File: src/rtl/useq_pkg.sv
// Shared definitions for the micro-sequencer: p-field branch encodings and
// the run/halt state type.
package useq_pkg;

    typedef enum logic [3:0] {
        P_SEQ    = 4'd0,
        P_IROP   = 4'd1,
        P_IRMODE = 4'd2,
        P_SW     = 4'd3,
        P_JZ     = 4'd4,
        P_JC     = 4'd5,
        P_CALL   = 4'd6,
        P_RET    = 4'd7,
        P_HALT   = 4'd8
    } p_field_e;

    typedef enum logic {
        ST_RUN  = 1'b0,
        ST_HALT = 1'b1
    } seq_state_e;

endpackage

File: src/rtl/useq_stack.sv
// LIFO return-address stack for micro-calls. The top entry is presented
// combinationally; push on full and pop on empty are ignored.
module useq_stack #(
    parameter int DEPTH = 4,
    parameter int WIDTH = 8
) (
    input  logic             clk,
    input  logic             clr_n,
    input  logic             push,
    input  logic             pop,
    input  logic [WIDTH-1:0] din,
    output logic [WIDTH-1:0] top,
    output logic             full,
    output logic             empty
);

    localparam int PTR_W = $clog2(DEPTH + 1);
    localparam int SLOTS = 1 << PTR_W;

    logic [WIDTH-1:0] mem [SLOTS];
    logic [PTR_W-1:0] sp;
    logic [PTR_W-1:0] top_idx;

    assign full    = (sp == PTR_W'(DEPTH));
    assign empty   = (sp == '0);
    assign top_idx = sp - PTR_W'(1);
    assign top     = mem[top_idx];

    always_ff @(posedge clk or negedge clr_n) begin
        if (!clr_n) begin
            sp <= '0;
        end else if (push && !full) begin
            sp <= sp + PTR_W'(1);
        end else if (pop && !empty) begin
            sp <= sp - PTR_W'(1);
        end
    end

    // NOTE: storage has no reset; only the pointer does, so entries are never
    // read before being written.
    always_ff @(posedge clk) begin
        if (push && !full) begin
            mem[sp] <= din;
        end
    end

endmodule

File: src/rtl/useq_ctrl.sv
// Micro-sequencer: one-hot phase generator plus micro-address register that
// steps once per micro-cycle, with branch, call/return and halt support.
module useq_ctrl
    import useq_pkg::*;
#(
    parameter int               PHASES      = 2,
    parameter int               UA_W        = 8,
    parameter int               STACK_DEPTH = 4,
    parameter logic [UA_W-1:0]  RESET_UA    = '0
) (
    input  logic              clk,
    input  logic              clr_n,
    input  logic              run,
    input  logic              resume,
    input  logic [UA_W-1:0]   ua,
    input  logic [3:0]        p,
    input  logic [15:0]       ir,
    input  logic              swa,
    input  logic              swb,
    input  logic              flag_z,
    input  logic              flag_c,
    output logic [PHASES-1:0] phase,
    output logic [UA_W-1:0]   uaddr,
    output logic              halted,
    output logic              stk_ovf,
    output logic              stk_unf
);

    seq_state_e        state_q, state_d;
    logic [UA_W-1:0]   uaddr_inc;
    logic [UA_W-1:0]   nxt_uaddr;
    logic              boundary;
    logic              push, pop, halt_req, ovf_set, unf_set;
    logic [UA_W-1:0]   stk_top;
    logic              stk_full, stk_empty;
    logic              unused_ir;

    assign unused_ir = ^ir[9:0];
    assign uaddr_inc = uaddr + UA_W'(1);
    assign halted    = (state_q == ST_HALT);
    // The boundary is the edge that wraps the last phase back to the first.
    assign boundary  = run && (state_q == ST_RUN) && phase[PHASES-1];

    // NOTE: every always_comb output gets a default first so no path can
    // leave one unassigned and infer a latch.
    always_comb begin
        nxt_uaddr = ua;
        push      = 1'b0;
        pop       = 1'b0;
        halt_req  = 1'b0;
        ovf_set   = 1'b0;
        unf_set   = 1'b0;
        case (p)
            P_IROP:   nxt_uaddr[3:0] = ua[3:0] | ir[15:12];
            P_IRMODE: nxt_uaddr[1:0] = ua[1:0] | ir[11:10];
            P_SW:     nxt_uaddr[1:0] = ua[1:0] | {swb, swa};
            P_JZ:     nxt_uaddr = flag_z ? ua : uaddr_inc;
            P_JC:     nxt_uaddr = flag_c ? ua : uaddr_inc;
            P_CALL: begin
                push    = boundary && !stk_full;
                ovf_set = boundary && stk_full;
            end
            P_RET: begin
                nxt_uaddr = stk_empty ? RESET_UA : stk_top;
                pop       = boundary && !stk_empty;
                unf_set   = boundary && stk_empty;
            end
            P_HALT: begin
                nxt_uaddr = uaddr;
                halt_req  = 1'b1;
            end
            default:  nxt_uaddr = ua;
        endcase
    end

    always_comb begin
        state_d = state_q;
        case (state_q)
            ST_RUN:  if (boundary && halt_req) state_d = ST_HALT;
            ST_HALT: if (resume)               state_d = ST_RUN;
            default: state_d = ST_RUN;
        endcase
    end

    // NOTE: sequential state uses non-blocking assignments so every register
    // samples pre-edge values regardless of process ordering.
    always_ff @(posedge clk or negedge clr_n) begin
        if (!clr_n) begin
            state_q <= ST_RUN;
            phase   <= PHASES'(1);
            uaddr   <= RESET_UA;
            stk_ovf <= 1'b0;
            stk_unf <= 1'b0;
        end else begin
            state_q <= state_d;
            if (run && (state_q == ST_RUN)) begin
                phase <= {phase[PHASES-2:0], phase[PHASES-1]};
            end
            if (boundary) begin
                uaddr <= nxt_uaddr;
            end else if (halted && resume) begin
                uaddr <= uaddr_inc;
            end
            stk_ovf <= stk_ovf | ovf_set;
            stk_unf <= stk_unf | unf_set;
        end
    end

    useq_stack #(
        .DEPTH (STACK_DEPTH),
        .WIDTH (UA_W)
    ) u_stack (
        .clk   (clk),
        .clr_n (clr_n),
        .push  (push),
        .pop   (pop),
        .din   (uaddr_inc),
        .top   (stk_top),
        .full  (stk_full),
        .empty (stk_empty)
    );

endmodule

File: config.mk
export PLATFORM = sky130hd
export DESIGN_NAME = useq_ctrl
export DESIGN_NICKNAME = d
export VERILOG_FILES = /design/src/rtl/useq_pkg.sv /design/src/rtl/useq_stack.sv /design/src/rtl/useq_ctrl.sv
export SDC_FILE = /design/constraint.sdc
export NUM_CORES = 1
export LEC_CHECK = 0
export CAP_MARGIN = 20
export CORE_MARGIN = 3
export CORE_UTILIZATION = 35
export DETAILED_ROUTE_END_ITERATION = 8
export PLACE_DENSITY = 0.58
export SYNTH_ARGS = -nofsm -noshare
export SYNTH_HDL_FRONTEND = slang
export SYNTH_SLANG_ARGS = --single-unit
File: constraint.sdc
create_clock -name clk -period 3.7 [get_ports clk]
set_input_delay 0.74 -clock clk [delete_from_list [all_inputs] [get_ports clk]]
set_output_delay 0.74 -clock clk [all_outputs]
set_load 0.03 [all_outputs]
==> results of run 1 <==
## worst max-delay path: cells and delay by family
family | cells | cell delay, ns
buffers and inverters | 2 | 0.83
and+or+nand+nor | 4 | 1.17
## power by group through the flow
stage          registers (W)  logic (W)  clock network [W]
2_1_floorplan        0.00102  0.0000407                  0
3_3_place_gp         0.00101   0.000110                  0
3_5_place_dp         0.00101   0.000113                  0
4_1_cts             0.000994   0.000113           0.000641
5_1_grt             0.000996   0.000123           0.000686
6_report            0.000994   0.000112           0.000630
## metrics by stage
step	hold WS, ns	util (%)
2_1_floorplan	0.4444	-
3_3_place_gp	0.4579	41.79
3_5_place_dp	0.4632	41.79
4_1_cts	0.4748	43.61
5_1_grt	0.4901	43.61
6_report	0.4777	43.61
## state kept, by name, indices dropped and copies added (netlist names)
name and cells:
u_stack.mem 64, uaddr 8, stk_unf 1, phase 2, stk_ovf 1, u_stack.sp 3, halted 1
## placed cells by master, fill, tap and decap left out, types with 2 or more instances in the layout
cell type / synthesis / routed
a221oi_1: 2 / 2
clkbuf_8: 0 / 9
nor2_1: 15 / 15
edfxtp_1: 64 / 64
mux2i_1: 2 / 2
a2111oi_0: 2 / 2
xor2_1: 4 / 4
and3_1: 2 / 2
a32oi_1: 2 / 2
mux4_2: 14 / 14
clkbuf_1: 3 / 2
a21oi_1: 7 / 7
mux2_2: 4 / 4
nand3_1: 8 / 8
nor2b_1: 3 / 3
nor3_2: 3 / 3
o21ai_0: 10 / 10
nand2_1: 33 / 33
ha_1: 4 / 4
a31oi_1: 9 / 9
o31a_1: 2 / 2
nand3b_1: 3 / 3
xnor2_1: 5 / 5
inv_1: 8 / 8
buf_4: 2 / 12
nor3_1: 3 / 3
nor4_2: 0 / 3
dfrtp_1: 15 / 15
clkdlybuf4s50_1: 0 / 38
o221ai_1: 3 / 3
## area by class of cell
class,instances,area share (%)
tap,136,3.780
inverter,8,0.6670
clock inverter,5,1.251
multi-input combinational,167,29.32
sequential,80,51.61
clock buffer,11,2.918
timing repair buffer,50,10.45
## how the worst max path moves through the flow
stage             startpoint                 to  slack, ns  cells past startpoint
5_1_grt        u_stack.sp[1]           uaddr[5]       0.83                      6
2_1_floorplan           p[1]  u_stack.mem[0][0]       0.93                      5
3_3_place_gp            p[2]  u_stack.mem[6][3]       0.64                      6
4_1_cts                 p[2]  u_stack.mem[5][7]        1.0                      6
3_5_place_dp            p[2]  u_stack.mem[5][3]       0.64                      6
6_report                p[2]  u_stack.mem[5][0]       1.01                      6
## kinds of logic (layout without fill, tap and decap cells)
logic type               after synthesis  after routing  share of synthesized area [%]
AO/OA/AOI/OAI                         48             48                          8.805
XOR/XNOR                              10             10                          2.554
adder cells (fa/ha/maj)                4              4                          1.344
buffers and inverters                 19             74                          2.654
flip-flops                            80             80                          62.40
multiplexers                          21             21                          10.52
AND/OR/NAND/NOR                       84             84                          11.73
## layer usage
layer  vias up  track usage [%]
met1      1195            20.80
met4         0            4.869
met5         -                0
met2        42            25.75
li1       1127                -
met3         7            2.724
==> qor.csv, run 1 <==
stage;metric;value;unit
clocking;CTS Sinks;80;
sta;Max Slew Vio Count;0;
setup_path;crit path DAT;2.75;ns
setup_path;crit-path max FO;8;
power_and_ir_drop;total power;0.001736;W
synthesis;synth top area cells;edfxtp_1 52%, dfrtp_1 10%, mux4_2 8.5%, nand2_1 3.3%, a31oi_1 1.5%;
synthesis;FF+latch count, synth;80;
route;DRT iter0 DRCs;117;
finish;post-route insts no fill;457;
route;antenna-violating nets left;0;
synthesis;top cell type by total area after synthesis;edfxtp_1;
route;vias;2371;
synthesis;post-synth design cell area;0.003724;mm²
placement;Post-Place Worst Slack;0.6423;ns
route;top routing layer used;met4;
route;DRC errors left;0;
finish;area of the multi-input gates;0.001320;mm²
min_path;Worst Hold Class;flip-flop to flip-flop;
sta;FMAX;371.2;MHz
global_route;largest net degree at the start of global routing;28;
die;DIE WIDTH;109.1;µm
route;DRT met1 WL;3731;µm
synthesis;synth warn;0;
placement;GP Congestion;0.7960;
placement;Final HPWL DP;5925;µm
die;height of the die;109.1;µm
placement;placed inst area;0.004314;mm²
sta;Fin Setup TNS;0;ns
power_and_ir_drop;VDD IR max;0.1606;mV
sta;unrepaired setup endpoints after global routing;false;
sta;Final Hold Viols;0;
sta;Rel. slew slack;40.13;%
die;core area;0.01032;mm²
clocking;TritonCTS clock tree;built;
sta;worst setup margin;1.006;ns
clocking;Root Driver;clkbuf_8;
finish;Design Area, Final;0.004502;mm²
route;Vias/cell;5.188;
finish;Area Overhead vs Synth;20.90;%
synthesis;Post-synth EDFFs;64;
setup_path;Crit Path Class;input port to flip-flop;
clocking;number of gates resized after cts;0;
clocking;CTS max path bufs;2;
sta;Tmin final;2.694;ns
min_path;hold path start;phase[0];
min_path;hold endpoint;phase[0];
clocking;worst-skew pair later-pin latency;0.35;ns
route;metal2 WL;4402;µm
setup_path;R2R Path End;uaddr[0];
clocking;hold_buf cts;0;
setup_path;CP max stage delay;0.61;ns
finish;nets;356;
clocking;Num CTS Buffers;9;
synthesis;synth cell count leaders;64 x edfxtp_1, 33 x nand2_1, 15 x dfrtp_1, 15 x nor2_1, 14 x mux4_2;
power_and_ir_drop;Net Switching;0.0003873;W
synthesis;Synth async-reset ratio;20.00;%
finish;FF+latch area;0.002323;mm²
setup_path;crit path capture type;flip-flop;
synthesis;count leader, synth;edfxtp_1;
setup_path;critical path cell sequence;clkdlybuf4s50_1 > nand2b_1 > or4_4 > or3_4 > nor3_2 > buf_4;
route;WL met3;448;µm
clocking;post-CTS setup buffer count;0;
setup_path;FF-to-FF setup slack;1.02;ns
global_route;grt ovf;0;
power_and_ir_drop;Internal;0.001348;W
power_and_ir_drop;fraction of power consumed by the clock network;36.3;%
power_and_ir_drop;Seq pwr share;57.3;%
die;Die Area;0.01191;mm²
global_route;number of global-route vias before repair;2433;
synthesis;Distinct cells, synth;56;
route;routed wire length;8665;µm
sta;Tightest Pin Transition;0.8980;ns
setup_path;R2R Path Start;u_stack.sp[1];
sta;post-route clock period utilization;72.81;%
min_path;hold path depth;2;
placement;placed instance count;441;
setup_path;worst path required time;3.75;ns
outcome;outcome;finished, final reports clean;
die;IO Count;49;
clocking;Reg clk slew, reported paths;0.08;ns
power_and_ir_drop;PwrDens;385.5;mW/mm²
route;WL per Instance;18.96;µm
synthesis;share of the synthesized area in the top cell type;51.61;%
synthesis;gate count of the mapped netlist;266;
die;num rows;37;
global_route;initial antenna violation count;0;
finish;number of fill cells;930;
global_route;first-pass GRT wire length;13470;µm
setup_path;R2R cell count;6;
synthesis;Syn Nets;306;
finish;# diodes;0;
route;Initial DRT Pass Iterations;4;
synthesis;most common flop cell mapped by yosys;edfxtp_1;
global_route;Total Routing Usage GR;15.54;%
setup_path;crit path launch type;input port;
setup_path;slowest CP cell;clkdlybuf4s50_1;
die;Initial Utilization;36.07;%
clocking;H-tree depth;3;
power_and_ir_drop;Sw Share;22.32;%
finish;layout cells sized above 1;18.07;%
sta;Worst Skew;0.007608;ns
synthesis;Seq/Total Area, Yosys;62.40;%
run;Max-Cap Viols;0;
sta;Final Setup Violations;0;
power_and_ir_drop;Pleak;1.462;nW
power_and_ir_drop;Combinational Power Share;6.4;%
placement;port buffer count;38;
synthesis;average cell area after synthesis;14.00;µm²
Power figures use the tool's default switching activity.
==> run 2: changes to the inputs <==
==> constraint.sdc (replaced) <==
create_clock -name clk -period 2.6 [get_ports clk]
set_input_delay 0.52 -clock clk [delete_from_list [all_inputs] [get_ports clk]]
set_output_delay 0.52 -clock clk [all_outputs]
set_load 0.03 [all_outputs]
==> run 2 against run 1 <==
Effect of this change:
- routed wire length shrank 4.2%
- worst setup slack lost 0.74 ns
- critical path depth is the same
- clock skew grew 0.0041 ns
- sequential share of layout area shrank 2.3 points
- final area grew 4.7%
- register-to-register slack lost 0.59 ns
- power grew 43%
- combinational power grew 57%
- clock power grew 42%
- sequential cell count is the same
- non-clock buffer count grew 24
- critical endpoint is now u_stack.mem[4][4]
- highest routed layer unchanged
==> qor.csv, run 2 (synthesized netlist as in run 1, its figures left out) <==
stage;metric;value;unit;change
outcome;outcome;finished, final reports clean;;
placement;port buffer count;38;;unchanged
route;routed wire length;8300;µm;-4.2%
placement;Post-Place Worst Slack;-0.09605;ns;-0.7384 ns
global_route;first-pass GRT wire length;13370;µm;-0.71%
global_route;met2 Usage GRT;23.82;%;-1.9 points
sta;Final Hold Viols;0;;unchanged
setup_path;R2R Path Start;halted;;
global_route;grt ovf;0;;unchanged
die;core area;0.01032;mm²;unchanged
finish;Largest regs;u_stack.mem: 64 flops, uaddr: 8 flops, u_stack.sp: 3 flops;;
global_route;Total Routing Usage GR;15.10;%;-0.44 points
setup_path;crit path capture type;flip-flop;;
route;WL per Instance;17.26;µm;-9.0%
placement;Final HPWL DP;6051;µm;+2.1%
finish;# diodes;0;;unchanged
die;IO Count;49;;unchanged
global_route;number of global-route vias before repair;2511;;+3.2%
sta;Worst Skew;0.01176;ns;+0.004149 ns
route;antenna-violating nets left;0;;unchanged
global_route;grt met3 use;2.664;%;-0.059 points
clocking;worst-skew pair later-pin latency;0.34;ns;about the same
setup_path;Setup crit start;run;;
clocking;number of gates resized after cts;0;;unchanged
setup_path;crit-path max FO;4;;-4
sta;post-route clock period utilization;89.76;%;
global_route;met1 GRT Util;21.22;%;+0.42 points
route;vias;2422;;+2.2%
die;Die Area;0.01191;mm²;unchanged
finish;Area Overhead vs Synth;26.58;%;
die;Initial Utilization;36.07;%;unchanged
min_path;hold path start;phase[0];;
route;Vias/cell;5.035;;-2.9%
power_and_ir_drop;VDD IR max;0.3051;mV;+90%
global_route;largest net degree at the start of global routing;28;;unchanged
route;Initial DRT Pass Iterations;4;;unchanged
clocking;CTS Sinks;80;;unchanged
finish;nets;380;;+6.7%
run;Max-Cap Viols;0;;unchanged
sta;Max Slew Vio Count;0;;unchanged
die;num rows;37;;unchanged
setup_path;Crit Path Class;input port to flip-flop;;
min_path;Worst Hold Class;flip-flop to flip-flop;;
sta;Rel. slew slack;46.28;%;+6.1 points
route;DRC errors left;0;;unchanged
placement;GP Congestion;0.8292;;+4.2%
finish;most common cell after layout, fill and taps aside;edfxtp_1;;
die;height of the die;109.1;µm;unchanged
setup_path;crit path DAT;2.39;ns;-0.36 ns
setup_path;worst path required time;2.66;ns;-1.09 ns
sta;Tmin final;2.334;ns;
clocking;H-tree depth;3;;unchanged
global_route;initial antenna violation count;0;;unchanged
global_route;layer with the highest usage;met2;;
sta;worst setup margin;0.2662;ns;-0.7399 ns
clocking;Root Driver;clkbuf_8;;
clocking;CTS max path bufs;2;;unchanged
sta;unrepaired setup endpoints after global routing;false;;
route;DRT iter0 DRCs;209;;+79%
clocking;hold_buf cts;0;;unchanged
sta;FMAX;428.5;MHz;
power_and_ir_drop;total power;0.002487;W;+43%
clocking;Num CTS Buffers;9;;unchanged
power_and_ir_drop;Pleak;1.579;nW;+8.0%
clocking;Reg clk slew, reported paths;0.08;ns;about the same
setup_path;crit path launch type;input port;;
clocking;post-CTS setup buffer count;0;;unchanged
power_and_ir_drop;PwrDens;527.7;mW/mm²;+37%
finish;layout cells sized above 1;24.06;%;+6.0 points
finish;most frequent cells in the layout;64 x edfxtp_1, 38 x clkdlybuf4s50_1, 34 x buf_4;;
finish;max reg flops;64;;unchanged
die;DIE WIDTH;109.1;µm;unchanged
sta;Tightest Pin Transition;0.8033;ns;-0.09467 ns
sta;Final Setup Violations;0;;unchanged
finish;most flop-heavy register;u_stack.mem;;
clocking;TritonCTS clock tree;built;;
[run 2: layout make-up]
type | instances | area [µm²]
clock buffer | 10 | 127.6
tap | 136 | 170.2
multi-input combinational | 167 | 1320
sequential | 80 | 2323
timing repair buffer | 74 | 675.6
inverter | 8 | 30.03
clock inverter | 6 | 66.31
fill | 925 | 5610
[run 2: path summary, 6_finish.rpt]
path                                          end  slack, ns  depth (start not counted)
worst max-delay path            u_stack.mem[4][4]       0.27                          6
worst min-delay path                     phase[0]       0.48                          2
worst max register to register  u_stack.mem[4][4]       0.43                          5
worst min register to register           phase[0]       0.48                          2
max in group asynchronous                uaddr[2]       1.46                          1
min in group asynchronous                uaddr[7]       0.64                          1
[run 2: critical path, cell delays in order]
cell	delay, ns
clkdlybuf4s50_1	0.53
nand2b_4	0.06
or4_4	0.48
or3_4	0.38
nor3_2	0.22
buf_4	0.20
[run 2: through the flow]
stage	hold slack (ns)	std cells	TNS, ns	instance area [µm²]	utilization [%]
6_report	0.4781	481	0	4713	45.66
5_1_grt	0.5244	481	0	4713	45.66
4_1_cts	0.4784	481	0	4713	45.66
3_5_place_dp	0.4632	465	-1.111	4519	43.78
3_3_place_gp	0.4568	465	-0.9043	4519	43.78
2_1_floorplan	0.2244	266	0	3725	-
[run 2: per-layer routing]
metal | up-vias | wire length, µm
li1 | 1174 | -
met2 | 40 | 4102
met4 | 0 | 79
met1 | 1202 | 3869
met3 | 6 | 248
met5 | - | 0
[run 2: report_power, final]
part | switching (W) | internal (W)
registers | 0.0000143 | 0.00140
clock network | 0.000450 | 0.000448
logic | 0.0000894 | 0.0000862
==> run 3: changes to the inputs <==
--- a/config.mk
+++ b/config.mk
@@ -8,8 +8,10 @@
 export CAP_MARGIN = 20
 export CORE_MARGIN = 3
 export CORE_UTILIZATION = 35
+export CTS_BUF_LIST = sky130_fd_sc_hd__clkbuf_4 sky130_fd_sc_hd__clkbuf_8
 export DETAILED_ROUTE_END_ITERATION = 8
 export PLACE_DENSITY = 0.58
+export SKIP_LAST_GASP = 1
 export SYNTH_ARGS = -nofsm -noshare
 export SYNTH_HDL_FRONTEND = slang
 export SYNTH_SLANG_ARGS = --single-unit
==> run 3 against run 2 <==
Effect of this change:
- clock skew about the same
- first-iteration DRC count is 2.9% lower
- final area barely moved
- global-route usage did not move
- final cell count stayed put
- clock power up 1%
- combinational power hardly changed
- worst hold slack about the same
- sequential power hardly changed
- critical endpoint unchanged
- highest routed layer unchanged
==> qor.csv, run 3 (synthesized netlist as in run 1, its figures left out) <==
stage;metric;value;unit;change
outcome;outcome;finished, final reports clean;;
setup_path;crit path launch type;input port;;
finish;post-layout util;45.69;%;about the same
power_and_ir_drop;Pleak;1.583;nW;+0.22%
global_route;number of global-route vias before repair;2511;;unchanged
finish;layout cells sized above 1;24.35;%;+0.29 points
finish;Largest regs;u_stack.mem: 64 flops, uaddr: 8 flops, u_stack.sp: 3 flops;;
sta;Tightest Pin Transition;0.8055;ns;+0.002131 ns
global_route;grt ovf;0;;unchanged
placement;placed instance count;465;;unchanged
min_path;hold path start;phase[0];;
finish;Area Overhead vs Synth;26.68;%;about the same
route;DRT iter0 DRCs;203;;-2.9%
clocking;TritonCTS clock tree;built;;
global_route;initial antenna violation count;0;;unchanged
placement;Post-Place Worst Slack;-0.09605;ns;unchanged
power_and_ir_drop;VDD IR max;0.3118;mV;+2.2%
die;Die Area;0.01191;mm²;unchanged
setup_path;slowest CP cell;clkdlybuf4s50_1;;
route;vias;2426;;+0.17%
sta;Final Hold Viols;0;;unchanged
finish;number of fill cells;923;;-0.22%
clocking;CTS Sinks;80;;unchanged
setup_path;crit path DAT;2.40;ns;about the same
clocking;number of gates resized after cts;0;;unchanged
setup_path;CP Buf/Inv Count;2;;unchanged
clocking;hold_buf cts;0;;unchanged
finish;most common cell after layout, fill and taps aside;edfxtp_1;;
sta;Fin Setup TNS;0;ns;unchanged
clocking;H-tree depth;3;;unchanged
sta;Rel. slew slack;46.13;%;-0.14 points
setup_path;worst path required time;2.66;ns;about the same
sta;Final Setup Violations;0;;unchanged
setup_path;CP max stage delay;0.53;ns;about the same
run;Max-Cap Viols;0;;unchanged
die;DIE WIDTH;109.1;µm;unchanged
setup_path;Setup crit start;run;;
sta;Tmin final;2.343;ns;+0.008715 ns
power_and_ir_drop;PwrDens;529.5;mW/mm²;+0.35%
finish;FF+latch area;0.002323;mm²;unchanged
clocking;worst-skew pair later-pin latency;0.34;ns;about the same
finish;nets;380;;unchanged
clocking;post-CTS setup buffer count;0;;unchanged
sta;Max Slew Vio Count;0;;unchanged
global_route;first-pass GRT wire length;13370;µm;unchanged
setup_path;crit-path max FO;4;;unchanged
finish;most flop-heavy register;u_stack.mem;;
die;IO Count;49;;unchanged
route;routed wire length;8320;µm;+0.24%
global_route;largest net degree at the start of global routing;28;;unchanged
setup_path;critical path cell sequence;clkdlybuf4s50_1 > nand2b_4 > or4_4 > or3_4 > nor3_2 > buf_4;;
min_path;Worst Hold Class;flip-flop to flip-flop;;
clocking;CTS max path bufs;2;;unchanged
setup_path;Worst path top cell family by delay;simple AND/OR/NAND/NOR gates;;
global_route;Total Routing Usage GR;15.10;%;unchanged
clocking;Num CTS Buffers;9;;unchanged
sta;worst setup margin;0.2575;ns;-0.008715 ns
finish;most frequent cells in the layout;64 x edfxtp_1, 38 x clkdlybuf4s50_1, 34 x buf_4;;
setup_path;Crit Path Class;input port to flip-flop;;
setup_path;crit path capture type;flip-flop;;
route;Initial DRT Pass Iterations;4;;unchanged
route;antenna-violating nets left;0;;unchanged
route;WL per Instance;17.30;µm;+0.24%
finish;area of the multi-input gates;0.001320;mm²;unchanged
clocking;Reg clk slew, reported paths;0.08;ns;about the same
die;height of the die;109.1;µm;unchanged
sta;post-route clock period utilization;90.10;%;+0.34 points
setup_path;R2R Path Start;halted;;
die;num rows;37;;unchanged
sta;FMAX;426.9;MHz;-0.37%
route;DRC errors left;0;;unchanged
sta;Worst Skew;0.01174;ns;-0.00002010 ns
finish;max reg flops;64;;unchanged
finish;post-route insts no fill;481;;unchanged
finish;# diodes;0;;unchanged
clocking;Root Driver;clkbuf_8;;
placement;Final HPWL DP;6051;µm;unchanged
route;Vias/cell;5.044;;+0.17%
die;core area;0.01032;mm²;unchanged
power_and_ir_drop;total power;0.002498;W;+0.43%
die;Initial Utilization;36.07;%;unchanged
sta;unrepaired setup endpoints after global routing;false;;
placement;port buffer count;38;;unchanged
placement;GP Congestion;0.8292;;unchanged
-- run 3: area by class of cell --
cell class	count	share of cell area [%]
multi-input combinational	167	27.98
clock buffer	10	2.785
timing repair buffer	74	14.32
clock inverter	6	1.406
tap	136	3.607
sequential	80	49.26
inverter	8	0.6366
-- run 3: metrics by stage --
stage	cell area [µm²]	hold WS, ns
4_1_cts	4717	0.4784
3_3_place_gp	4519	0.4568
5_1_grt	4717	0.5244
3_5_place_dp	4519	0.4632
2_1_floorplan	3725	0.2244
6_report	4717	0.4781
-- run 3: per-layer routing --
layer | track usage [%] | part of all wire, % | routed length (µm) | up-vias
met1 | 21.22 | 46 | 3847 | 1204
met5 | 0 | 0 | 0 | -
met3 | 2.664 | 3.7 | 304 | 6
li1 | - | - | - | 1174
met2 | 23.82 | 49 | 4088 | 42
met4 | 4.869 | 0.95 | 79 | 0
-- run 3: where the power goes --
group	leakage, nW	total (W)	internal, W	switching [W]
combinational	0.743	0.000176	0.0000862	0.0000895
sequential	0.745	0.00141	0.00140	0.0000145
clock	0.0944	0.000908	0.000458	0.000450
total	1.58	0.00250	0.00194	0.000554
-- run 3: final timing paths --
check / slack [ns] / endpoint / depth (start not counted)
max in group asynchronous: 1.46 / uaddr[2] / 1
min in group asynchronous: 0.64 / uaddr[7] / 1
setup / recovery: 0.26 / u_stack.mem[4][4] / 6
hold / removal: 0.48 / phase[0] / 2
setup reg to reg: 0.42 / u_stack.mem[4][4] / 5
hold reg to reg: 0.48 / phase[0] / 2
-- run 3: tightest hold or removal path, cell delays in order, from the launching register on --
cell	delay [ns]
dfstp_2	0.38
nand2_1	0.05
nand2_1	0.05
